`src/rtl/rd_tlp_axi_pkg.sv`:
```
// rd_tlp_axi_pkg: shared TLP/AXI constants, FSM state type and CplD header packing
package rd_tlp_axi_pkg;
  localparam int DOUBLE_WORD    = 32;
  localparam int HEADER_SIZE    = 4 * DOUBLE_WORD;
  localparam int TLP_DATA_WIDTH = 8 * DOUBLE_WORD;
  localparam int AXI_DATA_WIDTH = TLP_DATA_WIDTH;
  localparam int AXI_ADDR_WIDTH = 64;
  localparam int AXI_ID_WIDTH   = 8;

  localparam logic [7:0] MRD_3DW = 8'b000_00000;
  localparam logic [7:0] MRD_4DW = 8'b001_00000;
  localparam logic [7:0] CPLD    = 8'b010_01010;

  localparam int FMT_TYPE_LSB = 24;
  localparam int TC_LSB       = 20;
  localparam int ATTR_LSB     = 12;
  localparam int REQ_ID_LSB   = 16;
  localparam int TAG_LSB      = 8;

  localparam logic [1:0] AXI_BURST_INCR    = 2'b01;
  localparam logic [3:0] AXI_CACHE_DEFAULT = 4'b0011;
  localparam logic [2:0] AXI_SIZE_32B      = 3'b101;

  typedef enum logic [1:0] {IDLE, AR, DATA, DRAIN} state_t;

  // request fields needed later to build the completion header
  typedef struct packed {
    logic [2:0]  tc;
    logic [1:0]  attr;
    logic [9:0]  len;
    logic [15:0] req_id;
    logic [7:0]  tag;
    logic [4:0]  addr_lo;
  } req_t;

  // byte count is length*4 mod 4096, which is just the 10-bit length shifted by two
  function automatic logic [HEADER_SIZE-1:0] pack_cpld(req_t r, logic [15:0] cid);
    logic [31:0] dw0, dw1, dw2;
    dw0 = {CPLD, 1'b0, r.tc, 4'b0000, 2'b00, r.attr, 2'b00, r.len};
    dw1 = {cid, 3'b000, 1'b0, r.len, 2'b00};
    dw2 = {r.req_id, r.tag, 1'b0, r.addr_lo, 2'b00};
    return {32'h0, dw2, dw1, dw0};
  endfunction
endpackage

```
`src/rtl/rd_tlp_axi_if.sv`:
```
// rd_tlp_axi_if: request TLP, AXI AR/R and CplD TLP signals of the read bridge
interface rd_tlp_axi_if;
  import rd_tlp_axi_pkg::*;
  logic [HEADER_SIZE-1:0]    tlp_hdr;
  logic                      tlp_sop;
  logic                      tlp_eop;
  logic                      tlp_valid;
  logic                      tlp_ready;
  logic [AXI_ID_WIDTH-1:0]   axi_arid;
  logic [AXI_ADDR_WIDTH-1:0] axi_araddr;
  logic [7:0]                axi_arlen;
  logic [2:0]                axi_arsize;
  logic [1:0]                axi_arburst;
  logic                      axi_arlock;
  logic [3:0]                axi_arcache;
  logic [2:0]                axi_arprot;
  logic                      axi_arvalid;
  logic                      axi_arready;
  logic [AXI_ID_WIDTH-1:0]   axi_rid;
  logic [AXI_DATA_WIDTH-1:0] axi_rdata;
  logic [1:0]                axi_rresp;
  logic                      axi_rlast;
  logic                      axi_rvalid;
  logic                      axi_rready;
  logic [HEADER_SIZE-1:0]    cpl_hdr;
  logic [TLP_DATA_WIDTH-1:0] cpl_data;
  logic                      cpl_sop;
  logic                      cpl_eop;
  logic                      cpl_valid;
  logic                      cpl_ready;
  logic                      tlp_error;

  modport slave (
    input  tlp_hdr, tlp_sop, tlp_eop, tlp_valid,
    output tlp_ready,
    output axi_arid, axi_araddr, axi_arlen, axi_arsize, axi_arburst, axi_arlock,
    output axi_arcache, axi_arprot, axi_arvalid,
    input  axi_arready,
    input  axi_rid, axi_rdata, axi_rresp, axi_rlast, axi_rvalid,
    output axi_rready,
    output cpl_hdr, cpl_data, cpl_sop, cpl_eop, cpl_valid,
    input  cpl_ready,
    output tlp_error
  );

  modport master (
    output tlp_hdr, tlp_sop, tlp_eop, tlp_valid,
    input  tlp_ready,
    input  axi_arid, axi_araddr, axi_arlen, axi_arsize, axi_arburst, axi_arlock,
    input  axi_arcache, axi_arprot, axi_arvalid,
    output axi_arready,
    output axi_rid, axi_rdata, axi_rresp, axi_rlast, axi_rvalid,
    input  axi_rready,
    input  cpl_hdr, cpl_data, cpl_sop, cpl_eop, cpl_valid,
    output cpl_ready,
    input  tlp_error
  );
endinterface

```
`src/rtl/rd_tlp_axi.sv`:
```
// rd_tlp_axi: completer read path, MRd TLP -> one AXI INCR burst -> CplD TLP stream
module rd_tlp_axi
  import rd_tlp_axi_pkg::*;
#(
  parameter logic [15:0] COMPLETER_ID = 16'h0100
) (
  input logic          clk,
  input logic          rst,
  rd_tlp_axi_if.slave  bus
);
  state_t                    r_state;
  req_t                      r_req;
  logic                      r_tlp_ready;
  logic                      r_arvalid;
  logic [AXI_ADDR_WIDTH-1:0] r_araddr;
  logic [7:0]                r_arlen;
  logic [AXI_ID_WIDTH-1:0]   r_arid;
  logic [7:0]                r_left;
  logic                      r_first;
  logic [HEADER_SIZE-1:0]    r_cpl_hdr;
  logic [TLP_DATA_WIDTH-1:0] r_cpl_data;
  logic                      r_cpl_sop;
  logic                      r_cpl_eop;
  logic                      r_cpl_valid;
  logic                      r_err;

  logic [31:0] w_dw0, w_dw1, w_dw2, w_dw3;
  logic [7:0]  w_fmt_type;
  logic        w_is_4dw;
  logic        w_is_mrd;
  logic [63:0] w_addr;
  logic [9:0]  w_len_m1;
  logic [7:0]  w_arlen;
  logic        w_accept;
  logic        w_rready;
  logic        w_rfire;
  logic        w_unused;

  assign w_dw0      = bus.tlp_hdr[31:0];
  assign w_dw1      = bus.tlp_hdr[63:32];
  assign w_dw2      = bus.tlp_hdr[95:64];
  assign w_dw3      = bus.tlp_hdr[127:96];
  assign w_fmt_type = w_dw0[FMT_TYPE_LSB +: 8];
  assign w_is_4dw   = w_fmt_type == MRD_4DW;
  assign w_is_mrd   = w_is_4dw || w_fmt_type == MRD_3DW;
  assign w_addr     = w_is_4dw ? {w_dw2, w_dw3[31:2], 2'b00} : {32'h0, w_dw2[31:2], 2'b00};
  // length field minus one wraps 0 to 1023, so beats-1 = (addr[4:2] + len - 1) / 8 with no special case
  assign w_len_m1   = w_dw0[9:0] - 10'd1;
  assign w_arlen    = 8'((11'(w_addr[4:2]) + 11'(w_len_m1)) >> 3);
  assign w_accept   = r_tlp_ready && bus.tlp_valid;
  assign w_rready   = r_state == DATA && (!r_cpl_valid || bus.cpl_ready);
  assign w_rfire    = w_rready && bus.axi_rvalid;
  assign w_unused   = ^{w_dw0[23], w_dw0[19:14], w_dw0[11:10], w_dw1[7:0], w_addr[1:0]};

  assign bus.tlp_ready   = r_tlp_ready;
  assign bus.axi_arid    = r_arid;
  assign bus.axi_araddr  = r_araddr;
  assign bus.axi_arlen   = r_arlen;
  assign bus.axi_arsize  = AXI_SIZE_32B;
  assign bus.axi_arburst = AXI_BURST_INCR;
  assign bus.axi_arlock  = 1'b0;
  assign bus.axi_arcache = AXI_CACHE_DEFAULT;
  assign bus.axi_arprot  = 3'b000;
  assign bus.axi_arvalid = r_arvalid;
  assign bus.axi_rready  = w_rready;
  assign bus.cpl_hdr     = r_cpl_hdr;
  assign bus.cpl_data    = r_cpl_data;
  assign bus.cpl_sop     = r_cpl_sop;
  assign bus.cpl_eop     = r_cpl_eop;
  assign bus.cpl_valid   = r_cpl_valid;
  assign bus.tlp_error   = r_err;

  // request decode, AR issue, R beat capture into the CplD output register, error pulses
  always_ff @(posedge clk or posedge rst) begin
    if (rst) begin
      r_state     <= IDLE;
      r_req       <= '0;
      r_tlp_ready <= 1'b0;
      r_arvalid   <= 1'b0;
      r_araddr    <= '0;
      r_arlen     <= '0;
      r_arid      <= '0;
      r_left      <= '0;
      r_first     <= 1'b0;
      r_cpl_hdr   <= '0;
      r_cpl_data  <= '0;
      r_cpl_sop   <= 1'b0;
      r_cpl_eop   <= 1'b0;
      r_cpl_valid <= 1'b0;
      r_err       <= 1'b0;
    end else begin
      r_err <= 1'b0;
      if (r_cpl_valid && bus.cpl_ready) r_cpl_valid <= 1'b0;
      case (r_state)
        IDLE: begin
          r_tlp_ready <= 1'b1;
          if (w_accept && bus.tlp_sop) begin
            if (!bus.tlp_eop) begin
              r_err   <= 1'b1;
              r_state <= DRAIN;
            end else if (!w_is_mrd) begin
              r_err <= 1'b1;
            end else begin
              r_state     <= AR;
              r_tlp_ready <= 1'b0;
              r_arvalid   <= 1'b1;
              r_araddr    <= {w_addr[63:5], 5'b00000};
              r_arlen     <= w_arlen;
              r_arid      <= w_dw1[TAG_LSB +: 8];
              r_left      <= w_arlen;
              r_first     <= 1'b1;
              r_req       <= '{tc: w_dw0[TC_LSB +: 3], attr: w_dw0[ATTR_LSB +: 2], len: w_dw0[9:0],
                               req_id: w_dw1[REQ_ID_LSB +: 16], tag: w_dw1[TAG_LSB +: 8],
                               addr_lo: w_addr[6:2]};
            end
          end
        end
        DRAIN: if (w_accept && bus.tlp_eop) r_state <= IDLE;
        AR: begin
          if (bus.axi_arready) begin
            r_arvalid <= 1'b0;
            r_state   <= DATA;
          end
        end
        DATA: begin
          if (w_rfire) begin
            r_cpl_valid <= 1'b1;
            r_cpl_data  <= bus.axi_rdata;
            r_cpl_sop   <= r_first;
            r_cpl_eop   <= bus.axi_rlast;
            r_first     <= 1'b0;
            if (r_first) r_cpl_hdr <= pack_cpld(r_req, COMPLETER_ID);
            r_left      <= r_left == 8'd0 ? 8'd0 : r_left - 8'd1;
            r_err       <= bus.axi_rresp != 2'b00 || bus.axi_rid != r_arid || bus.axi_rlast != (r_left == 8'd0);
            if (bus.axi_rlast) begin
              r_state     <= IDLE;
              r_tlp_ready <= 1'b1;
            end
          end
        end
        default: r_state <= IDLE;
      endcase
    end
  end
endmodule
```
`src/flat_wrapper.sv`:
```
// flat-port wrapper written by rule: the top's interface ports become plain ports
module rd_tlp_axi_flat import rd_tlp_axi_pkg::*;
#(
  parameter logic [15:0] COMPLETER_ID = 16'h0100
)
  (clk, rst, bus_tlp_hdr, bus_tlp_sop, bus_tlp_eop, bus_tlp_valid, bus_tlp_ready, bus_axi_arid, bus_axi_araddr, bus_axi_arlen, bus_axi_arsize, bus_axi_arburst, bus_axi_arlock, bus_axi_arcache, bus_axi_arprot, bus_axi_arvalid, bus_axi_arready, bus_axi_rid, bus_axi_rdata, bus_axi_rresp, bus_axi_rlast, bus_axi_rvalid, bus_axi_rready, bus_cpl_hdr, bus_cpl_data, bus_cpl_sop, bus_cpl_eop, bus_cpl_valid, bus_cpl_ready, bus_tlp_error);
  rd_tlp_axi_if bus_i ();
  input logic clk;
  input logic rst;
  input wire logic [$bits(bus_i.tlp_hdr)-1:0] bus_tlp_hdr;
  input wire logic [$bits(bus_i.tlp_sop)-1:0] bus_tlp_sop;
  input wire logic [$bits(bus_i.tlp_eop)-1:0] bus_tlp_eop;
  input wire logic [$bits(bus_i.tlp_valid)-1:0] bus_tlp_valid;
  output wire logic [$bits(bus_i.tlp_ready)-1:0] bus_tlp_ready;
  output wire logic [$bits(bus_i.axi_arid)-1:0] bus_axi_arid;
  output wire logic [$bits(bus_i.axi_araddr)-1:0] bus_axi_araddr;
  output wire logic [$bits(bus_i.axi_arlen)-1:0] bus_axi_arlen;
  output wire logic [$bits(bus_i.axi_arsize)-1:0] bus_axi_arsize;
  output wire logic [$bits(bus_i.axi_arburst)-1:0] bus_axi_arburst;
  output wire logic [$bits(bus_i.axi_arlock)-1:0] bus_axi_arlock;
  output wire logic [$bits(bus_i.axi_arcache)-1:0] bus_axi_arcache;
  output wire logic [$bits(bus_i.axi_arprot)-1:0] bus_axi_arprot;
  output wire logic [$bits(bus_i.axi_arvalid)-1:0] bus_axi_arvalid;
  input wire logic [$bits(bus_i.axi_arready)-1:0] bus_axi_arready;
  input wire logic [$bits(bus_i.axi_rid)-1:0] bus_axi_rid;
  input wire logic [$bits(bus_i.axi_rdata)-1:0] bus_axi_rdata;
  input wire logic [$bits(bus_i.axi_rresp)-1:0] bus_axi_rresp;
  input wire logic [$bits(bus_i.axi_rlast)-1:0] bus_axi_rlast;
  input wire logic [$bits(bus_i.axi_rvalid)-1:0] bus_axi_rvalid;
  output wire logic [$bits(bus_i.axi_rready)-1:0] bus_axi_rready;
  output wire logic [$bits(bus_i.cpl_hdr)-1:0] bus_cpl_hdr;
  output wire logic [$bits(bus_i.cpl_data)-1:0] bus_cpl_data;
  output wire logic [$bits(bus_i.cpl_sop)-1:0] bus_cpl_sop;
  output wire logic [$bits(bus_i.cpl_eop)-1:0] bus_cpl_eop;
  output wire logic [$bits(bus_i.cpl_valid)-1:0] bus_cpl_valid;
  input wire logic [$bits(bus_i.cpl_ready)-1:0] bus_cpl_ready;
  output wire logic [$bits(bus_i.tlp_error)-1:0] bus_tlp_error;
  assign bus_i.tlp_hdr = bus_tlp_hdr;
  assign bus_i.tlp_sop = bus_tlp_sop;
  assign bus_i.tlp_eop = bus_tlp_eop;
  assign bus_i.tlp_valid = bus_tlp_valid;
  assign bus_tlp_ready = bus_i.tlp_ready;
  assign bus_axi_arid = bus_i.axi_arid;
  assign bus_axi_araddr = bus_i.axi_araddr;
  assign bus_axi_arlen = bus_i.axi_arlen;
  assign bus_axi_arsize = bus_i.axi_arsize;
  assign bus_axi_arburst = bus_i.axi_arburst;
  assign bus_axi_arlock = bus_i.axi_arlock;
  assign bus_axi_arcache = bus_i.axi_arcache;
  assign bus_axi_arprot = bus_i.axi_arprot;
  assign bus_axi_arvalid = bus_i.axi_arvalid;
  assign bus_i.axi_arready = bus_axi_arready;
  assign bus_i.axi_rid = bus_axi_rid;
  assign bus_i.axi_rdata = bus_axi_rdata;
  assign bus_i.axi_rresp = bus_axi_rresp;
  assign bus_i.axi_rlast = bus_axi_rlast;
  assign bus_i.axi_rvalid = bus_axi_rvalid;
  assign bus_axi_rready = bus_i.axi_rready;
  assign bus_cpl_hdr = bus_i.cpl_hdr;
  assign bus_cpl_data = bus_i.cpl_data;
  assign bus_cpl_sop = bus_i.cpl_sop;
  assign bus_cpl_eop = bus_i.cpl_eop;
  assign bus_cpl_valid = bus_i.cpl_valid;
  assign bus_i.cpl_ready = bus_cpl_ready;
  assign bus_tlp_error = bus_i.tlp_error;
  rd_tlp_axi #(.COMPLETER_ID(COMPLETER_ID)) u_core (.clk(clk), .rst(rst), .bus(bus_i));
endmodule
```
`config.mk`:
```
export PLATFORM = sky130hd
export DESIGN_NAME = rd_tlp_axi_flat
export DESIGN_NICKNAME = d
export VERILOG_FILES = /design/src/rtl/rd_tlp_axi_pkg.sv /design/src/rtl/rd_tlp_axi_if.sv /design/src/rtl/rd_tlp_axi.sv /design/src/flat_wrapper.sv
export SDC_FILE = /design/constraint.sdc
export NUM_CORES = 1
export LEC_CHECK = 0
export CORE_AREA = 2 2 342 344
export DETAILED_ROUTE_END_ITERATION = 8
export DIE_AREA = 0 0 344 346
export PLACE_DENSITY_LB_ADDON = 0.3
export REMOVE_ABC_BUFFERS = 1
export SKIP_CTS_REPAIR_TIMING = 1
export SYNTH_ARGS = -nofsm -noshare
export SYNTH_HDL_FRONTEND = slang
export SYNTH_SLANG_ARGS = --single-unit
export TNS_END_PERCENT = 30
```
`constraint.sdc`:
```
create_clock -name clk -period 17.8 [get_ports clk]
set_input_delay 3.56 -clock clk [delete_from_list [all_inputs] [get_ports clk]]
set_output_delay 3.56 -clock clk [all_outputs]
set_load 0.05 [all_outputs]
```
==> results of run 1 <==
stage by stage:
step / worst slack [ps] / hold slack (ps) / utilization [%] / power, mW / std cells
4_1_cts: 9030 / 468 / 24.8 / 5.03 / 4252
3_3_place_gp: 9040 / 452 / 23.2 / 3.82 / 4157
5_1_grt: 8960 / 482 / 24.8 / 5.18 / 4252
2_1_floorplan: 2350 / 442 / - / 2.90 / 1836
3_5_place_dp: 9040 / 454 / 23.2 / 3.83 / 4157
6_report: 9050 / 463 / 24.8 / 4.93 / 4254
cells by family after synthesis:
kind of cell	synth area share, %
simple gates	26.0
flops	60.0
buf+inv	7.01
compound gates	2.63
mux	3.21
xor+xnor	0.787
fa+ha+maj	0.351
other cells	0.0422
sequential cells by signal (all words and copies together), names as in the netlist, 2 cells and up:
register and flops:
u_core.bus.axi_araddr 58, u_core.bus.axi_arlen 8, u_core.r_left 8, u_core.bus.cpl_hdr 45
u_core.r_req 43, u_core.r_state 2, u_core.bus.cpl_data 256
layout by cell type (no fill, tap or decap), drive strengths merged, types with 2 or more instances in the layout:
cell           instances
a21o                   4
a21oi                  6
a22oi                  2
a31oi                 31
a32oi                  2
and2                   6
and3                   3
buf                   18
bufinv                 7
clkbuf                70
clkdlybuf4s50        779
clkinv                17
conb                  88
dfrtp                427
diode                  2
ha                     5
inv                    9
mux2                  49
mux2i                  2
nand2               1036
nand2b                 6
nand3                 41
nand4                  2
nor2                  43
nor2b                  2
nor3                  13
nor3b                  2
nor4                   5
nor4b                  2
o21ai                 12
o31ai                  5
or3                    3
or4                    2
xnor2                  7
xor2                   9
path summary, 6_finish.rpt:
check                                                from  slack, ps                        end
worst max register to register          u_core.r_state[1]      13710   u_core.bus.cpl_data[174]
worst min-delay path            u_core.bus.axi_araddr[42]        460  u_core.bus.axi_araddr[42]
worst max-delay path                        bus_cpl_ready       9050             bus_axi_rready
min in group asynchronous                             rst       3460    u_core.bus.cpl_data[45]
max in group asynchronous                             rst      11580    u_core.bus.cpl_data[83]
worst min register to register  u_core.bus.axi_araddr[42]        460  u_core.bus.axi_araddr[42]
layout make-up:
cell class,count,share of cell area [%]
repair buffers,797,27.7
multi-input cells,1401,21.8
clock buffers,70,5.26
diodes,2,0.0175
well taps,1524,6.66
clock inverters,25,1.09
inverters,8,0.131
flip-flops and latches,427,37.3
routing by layer:
| metal | routed length (um) | global-route usage, % | vias to the layer above |
|---|---|---|---|
| met5 | 210 | 0 | - |
| met4 | 1930 | 3.44 | 32 |
| met3 | 8620 | 5.96 | 129 |
| met2 | 39900 | 22.9 | 617 |
| met1 | 32300 | 15.2 | 7449 |
| li1 | - | - | 7388 |
worst max-delay path, delay by kind of cell:
family                 cells  cell delay (ps)
buffers and inverters      2             1260
AND/OR/NAND/NOR            2              370
power by group:
part	internal, mW	switching [mW]
combinational	0.696	1.65
clock	0.694	0.467
sequential	1.26	0.163
==> summary.txt, run 1 <==
Die
  • IO Pins: roughly 890
  • DIE WIDTH: roughly 340 um
  • Core area: 0.115 sq mm
  • Initial core utilization: about 15%
  • Die height: about 350 um
  • Die area: about 0.12 sq mm
  • Rows: 125

STA
  • Fmax: approximately 110 MHz
  • Setup Total Neg Slack: 0 ps
  • Setup Skew: ~16 ps
  • Final slew viol count: 0
  • Final Hold Vio Count: 0
  • Period utilization: 49.2%
  • Unrepaired setup endpoints after global routing: false
  • Slew HR: around a fifth
  • Worst slew pin tran: between 1000 and 1500 ps
  • Setup violators final: 0
  • Final min period: between 8000 and 9000 ps

Setup path
  • R2R cell count: 7
  • Max incr delay on CP: about 800 ps
  • Crit-path cells: clkdlybuf4s50_1 > nand2b_1 > and2_1 > clkdlybuf4s50_1
  • Worst Setup End Kind: output pin
  • Crit path DAT: a little over 5000 ps
  • Worst EP required: ~14000 ps
  • Setup CP Type: in2out
  • Cell mode on critical path: clkdlybuf4s50_1
  • Type of origin of the critical path: input port
  • CP max FO: 4
  • CP max stage cell: clkdlybuf4s50_1

GRT
  • Gr usage total: approximately 13%
  • Pin count of the biggest net entering global routing: between 150 and 200
  • First-pass GRT wire length: between 100000 and 150000 um
  • GRT Residual Overflow: 0
  • Initial antenna violation count: 30
  • Vias in the first global route: around 16000

Synthesis
  • Ys flop type: dfrtp_1
  • Synthesized area per cell: ~9.1 sq um
  • Top cells by count, synth: nand2_1 (1036), dfrtp_1 (427), buf_4 (111), clkbuf_1 (68), mux2_2 (49)
  • Synthesized area: ~0.018 sq mm
  • Register bit total from synthesis: roughly 430
  • Post-synth EDFFs: 0
  • Synth area leader: dfrtp_1
  • Post-synth cell types: 57
  • Largest cells by area after synthesis: dfrtp_1 (60%), nand2_1 (22%), buf_4 (4.7%)
  • Cell with the most instances after synthesis: nand2_1
  • Cells after synthesis: between 1500 and 2000
  • Ys Warns: 0
  • Seq/Total Area, Yosys: between 50% and 60%
  • Ys async rst share: 100%
  • Synth top area share: 60.0%

Placed design
  • Placer Congestion: about 0.78
  • DP HPWL: 62100 um
  • Port Buffer Count: between 700 and 800
  • Placement Cell Area: between 0.02 and 0.03 sq mm

Hold path
  • Worst Hold Depth: 2
  • Worst hold path class: reg2reg

Layout
  • Fill cell count: 12500
  • Final instance area: 0.0286 sq mm
  • Sequential Area: roughly 0.011 sq mm
  • Layout Nets: 3099
  • Area Growth Syn to Fin: 60.8%
  • Layout cell share with drive strength beyond 1: ~6.2%
  • Multi-input gate area: between 0.006 and 0.007 sq mm

Routing
  • Total number of vias: 15600
  • Remaining DRCs: 0
  • Antenna violation net count after detailed routing: 0
  • Drt pass-1 iters: 4
  • Wirelength, routed: 83000 um
  • DRT iter0 DRCs: between 600 and 700
  • Wire per inst: slightly below 20 um
  • Via density: around 3.7

Pwr
  • Power Dens Cells: between 150 and 200 mW/mm^2
  • VDD IR max: 0.118 mV
  • P_leak: approximately 14 nW

Clock tree
  • CTS tree: yes
  • Reg clk slew, reported paths: 60 ps
  • Worst-Skew Late Latency: approximately 630 ps
  • Clock buffer depth: 3
  • Total CTS buffers: 56
  • CTS Sinks: around 430
  • Htree depth: 2
  • Root buf cell: clkbuf_16

Run status
  • Outcome: finished clean

Run
  • Max Cap Viol: 0
No activity file was read; power rests on OpenSTA's default activity.
==> run 2: changes to the inputs <==
clock period = 8.25 ns   (was 17.8 ns; I/O delays follow)
==> summary.txt, run 2 (synthesis gave the netlist of run 1 again) <==
GRT
  • Global-route track usage on met2: between 20 and 25%
  • Gr usage total: a little over an eighth
  • Initial antenna violation count: 26
  • GRT Max-Usage Layer: met2
  • Pin count of the biggest net entering global routing: around 150
  • Vias in the first global route: ~16000
  • GRT Residual Overflow: 0
  • First-pass GRT wire length: ~120000 um
  • GR Layer Usage met3: about 5.8%
  • Met1 Use GR: between 10% and 20%

STA
  • Fin Hold WS: around 460 ps
  • Period utilization: 59.8%
  • Fmax: roughly 200 MHz
  • Setup violators final: 0
  • Worst slew pin tran: 1030 ps
  • Fin worst setup slack: between 3000 and 4000 ps
  • Unrepaired setup endpoints after global routing: false
  • Final min period: 4930 ps
  • Final slew viol count: 0
  • Setup Skew: 8.90 ps
  • Setup Total Neg Slack: 0 ps
  • Final Hold Vio Count: 0
  • Slew HR: 30.5%

Die
  • Core area: around 0.12 sq mm
  • IO Pins: around 890
  • Die area: between 0.1 and 0.15 sq mm
  • Initial core utilization: 15.4%
  • Rows: roughly 130
  • Die height: ~350 um
  • DIE WIDTH: 344 um

Layout
  • Fill cell count: ~12000
  • Max reg flops: 256
  • Non-Filler Instances: approximately 4300
  • Area Growth Syn to Fin: 61.6%
  • Final instance area: 0.0288 sq mm
  • Most frequent cells in the layout: nand2_1 (1035), clkdlybuf4s50_1 (779), dfrtp_1 (427)
  • Commonest non-fill, non-tap cell in the layout: nand2_1
  • Layout cell share with drive strength beyond 1: between 6 and 7%
  • Layout Nets: 3096

Routing
  • Total number of vias: 15700
  • Remaining DRCs: 0
  • DRT iter0 DRCs: around 600
  • Drt pass-1 iters: 5
  • Wirelength, routed: just over 80000 um
  • Wire per inst: 19.3 um
  • Via density: ~3.7
  • Antenna violation net count after detailed routing: 0

Setup path
  • Type of origin of the critical path: input port
  • CP max FO: 4
  • Worst EP required: about 6600 ps
  • Worst Setup End Kind: output pin
  • Setup CP Type: in2out
  • Crit path DAT: 3280 ps

Clock tree
  • Htree depth: 2
  • Root buf cell: clkbuf_16
  • Worst-Skew Late Latency: ~620 ps
  • Clock buffer depth: 3
  • Total CTS buffers: 56
  • CTS Sinks: roughly 430
  • Reg clk slew, reported paths: ~60 ps
  • CTS tree: yes

Placed design
  • Placement Setup Slack: roughly 3200 ps
  • Placement Cell Area: about 0.027 sq mm
  • Placed insts: 4154
  • Placer Congestion: approximately 0.77
  • Port Buffer Count: between 700 and 800
  • DP HPWL: between 60000 and 70000 um

Pwr
  • Power Dens Cells: between 300 and 400 mW/mm^2
  • P_leak: 13.6 nW
  • VDD IR max: about 0.18 mV

Run status
  • Outcome: finished clean

Run
  • Max Cap Viol: 0

Hold path
  • Worst hold path class: reg2reg
==> run 2: cell count changes in the layout (fill, tap and decap cells not counted) <==
cell / delta
buf_4: -8
buf_12: +5
clkbuf_8: +12
clkbuf_16: +1
clkinv_4: -1
diode_2: +1
clkinv_2: -12
bufinv_16: -2
clkbuf_1: +5
clkinv_8: +1
clkinvlp_4: +2
==> run 2: critical path: stages <==
cell	delay (ps)
clkdlybuf4s50_1	470
nand2b_1	210
and2_1	160
clkdlybuf4s50_1	800
==> run 2: path summary, 6_finish.rpt <==
check | startpoint | endpoint | cells after the start | slack [ps]
worst min-delay path | u_core.bus.axi_araddr[63] | u_core.bus.axi_araddr[63] | 2 | 460
min in group asynchronous | rst | u_core.bus.cpl_data[226] | 2 | 1540
max in group asynchronous | rst | u_core.bus.cpl_hdr[72] | 3 | 5420
worst max register to register | u_core.r_state[1] | u_core.bus.cpl_hdr[88] | 5 | 5180
worst max-delay path | bus_cpl_ready | bus_axi_rready | 4 | 3320
worst min register to register | u_core.bus.axi_araddr[63] | u_core.bus.axi_araddr[63] | 2 | 460
==> run 2: layout make-up <==
cell class                 instances  area [sq um]  share of cell area (%)
antenna                            3          7.51                  0.0261
clock buffer                      88          1710                    5.95
clock inverter                    13           214                   0.743
inverter                           8          37.5                   0.130
multi-input combinational       1401          6240                    21.7
sequential                       427         10700                    37.1
tap                             1524          1910                    6.62
timing repair buffer             794          7990                    27.7
==> run 2: where the power goes <==
| group | switching (mW) | internal (mW) |
|---|---|---|
| Clock | 0.995 | 1.57 |
| Sequential | 0.348 | 2.72 |
| Combinational | 3.56 | 1.51 |
==> run 2: per-stage QoR <==
step           util (%)  power [mW]
2_1_floorplan         -        6.26
3_3_place_gp       23.3        8.24
3_5_place_dp       23.3        8.25
4_1_cts            24.9        10.9
5_1_grt            24.9        11.3
6_report           24.9        10.7
==> run 2: layer usage <==
| layer | share of wire [%] | up-vias |
|---|---|---|
| met1 | 39 | 7494 |
| met4 | 2.5 | 28 |
| met5 | 0.21 | - |
| met2 | 48 | 629 |
| met3 | 10 | 127 |
| li1 | - | 7414 |
==> run 3: changes to the inputs <==
clock period = 4.9 ns   (was 8.25 ns; I/O delays follow)
==> summary.txt, run 3 (synthesis gave the netlist of run 1 again) <==
Setup path
  • Setup crit start: u_core.r_state[0]
  • R2R cell count: 5
  • Capture point of the worst path: bus_axi_rready
  • Type of origin of the critical path: register
  • Worst R2R End: u_core.bus.cpl_hdr[94]
  • Crit path DAT: about 2700 ps
  • CP max FO: 10
  • Worst EP required: just under 4000 ps
  • CP Buf/Inv Count: 1
  • WP depth: 3
  • Crit-path cells: nor2b_1 > and2_1 > clkdlybuf4s50_1
  • Worst Setup End Kind: output pin
  • CP max stage cell: clkdlybuf4s50_1
  • Setup CP Type: reg2out
  • Max incr delay on CP: roughly 810 ps
  • Worst r2r src: u_core.r_state[0]
  • Reg2reg setup slack: about 2100 ps
  • Top cell family by delay on the critical path: buffers and inverters

Layout
  • Area Growth Syn to Fin: 62.7%
  • Layout Nets: between 3000 and 4000
  • Commonest non-fill, non-tap cell in the layout: nand2_1
  • Fill cell count: around 12000
  • Most frequent cells in the layout: nand2_1 (1035), clkdlybuf4s50_1 (779), dfrtp_1 (427)
  • Layout cell share with drive strength beyond 1: under 10%
  • Max reg flops: approximately 260

Placed design
  • Placement Setup Slack: 855 ps
  • Placer Congestion: a little under 0.8
  • DP HPWL: between 60000 and 70000 um
  • Port Buffer Count: approximately 780

Pwr
  • VDD IR max: 0.284 mV
  • Tot Pwr: 18.1 mW
  • P_leak: 13.7 nW
  • Power Dens Cells: 624 mW/mm^2

Die
  • Die area: between 0.1 and 0.15 sq mm
  • IO Pins: between 800 and 900
  • Core area: ~0.12 sq mm
  • Initial core utilization: about 15%
  • Rows: 125
  • DIE WIDTH: between 300 and 400 um
  • Die height: ~350 um

Routing
  • Via density: 3.67
  • Wirelength, routed: 83600 um
  • Antenna violation net count after detailed routing: 0
  • DRT iter0 DRCs: roughly 670
  • Remaining DRCs: 0
  • Drt pass-1 iters: 4
  • Wire per inst: 19.5 um
  • Total number of vias: 15700

Hold path
  • Worst Min Path Start: u_core.bus.axi_araddr[45]
  • Worst hold path class: reg2reg

STA
  • Fmax: 274 MHz
  • Final slew viol count: 0
  • Setup violators final: 0
  • Final min period: about 3600 ps
  • Setup Skew: about 24 ps
  • Unrepaired setup endpoints after global routing: false
  • Slew HR: between 40% and 50%
  • Setup Total Neg Slack: 0 ps
  • Period utilization: roughly three quarters
  • Final Hold Vio Count: 0
  • Fin worst setup slack: roughly 1300 ps
  • Worst slew pin tran: approximately 900 ps

Clock tree
  • Total CTS buffers: 56
  • Reg clk slew, reported paths: about 60 ps
  • Root buf cell: clkbuf_16
  • Clock buffer depth: 3
  • CTS Sinks: ~430
  • CTS tree: yes
  • Htree depth: 2
  • Worst-Skew Late Latency: 630 ps

GRT
  • Initial antenna violation count: 28
  • Gr usage total: between 10% and 20%
  • GRT Residual Overflow: 0
  • First-pass GRT wire length: between 100000 and 150000 um
  • Pin count of the biggest net entering global routing: about 140
  • Vias in the first global route: ~16000

Run status
  • Outcome: finished clean

Run
  • Max Cap Viol: 0
run 3: cell types whose count changed in the layout (fill, tap and decap cells not counted), sizes merged:
| cell | before | now |
|---|---|---|
| buf | 15 | 32 |
| clkbuf | 88 | 74 |
| diode | 3 | 5 |
| clkinvlp | 2 | 7 |
| bufinv | 5 | 6 |
| clkinv | 5 | 17 |
run 3: through the flow:
stage          hold WS [ps]  instances  utilization, %  area (sq um)
2_1_floorplan           442       1836               -         16900
3_3_place_gp            452       4171            23.4         27000
3_5_place_dp            456       4171            23.4         27000
4_1_cts                 469       4276            25.1         29000
5_1_grt                 482       4277            25.1         29000
6_report                464       4281            25.1         29000
run 3: layer usage:
| layer | GRT usage (%) | part of all wire, % | wire length (um) |
|---|---|---|---|
| met1 | 15.5 | 39 | 32900 |
| met2 | 22.7 | 47 | 39500 |
| met3 | 5.67 | 10 | 8380 |
| met4 | 4.06 | 3.1 | 2630 |
| met5 | 0 | 0.19 | 162 |
run 3: area by class of cell:
class | count | area, sq um | share of cell area (%)
tap | 1524 | 1910 | 6.58
timing repair buffer | 811 | 8140 | 28.1
sequential | 427 | 10700 | 36.9
inverter | 8 | 37.5 | 0.129
clock inverter | 31 | 345 | 1.19
multi-input combinational | 1401 | 6240 | 21.5
antenna | 5 | 12.5 | 0.0432
clock buffer | 74 | 1620 | 5.59
run 3: worst min-delay path by stage:
stage / end / cells past startpoint
2_1_floorplan: u_core.r_req[13] / 2
3_3_place_gp: u_core.bus.axi_araddr[41] / 2
3_5_place_dp: u_core.bus.axi_araddr[58] / 2
4_1_cts: u_core.bus.axi_araddr[45] / 2
5_1_grt: u_core.bus.axi_araddr[62] / 2
6_report: u_core.bus.axi_araddr[45] / 2
run 3: report_power, final:
group	switching [mW]	internal [mW]
sequential	0.590	4.58
clock	1.73	2.64
combinational	5.99	2.55
total	8.32	9.77
run 3: tightest hold or removal path, delay by kind of cell, from the launching register on:
kind	cells	cell delay [ps]
flops	1	340
simple gates	2	100
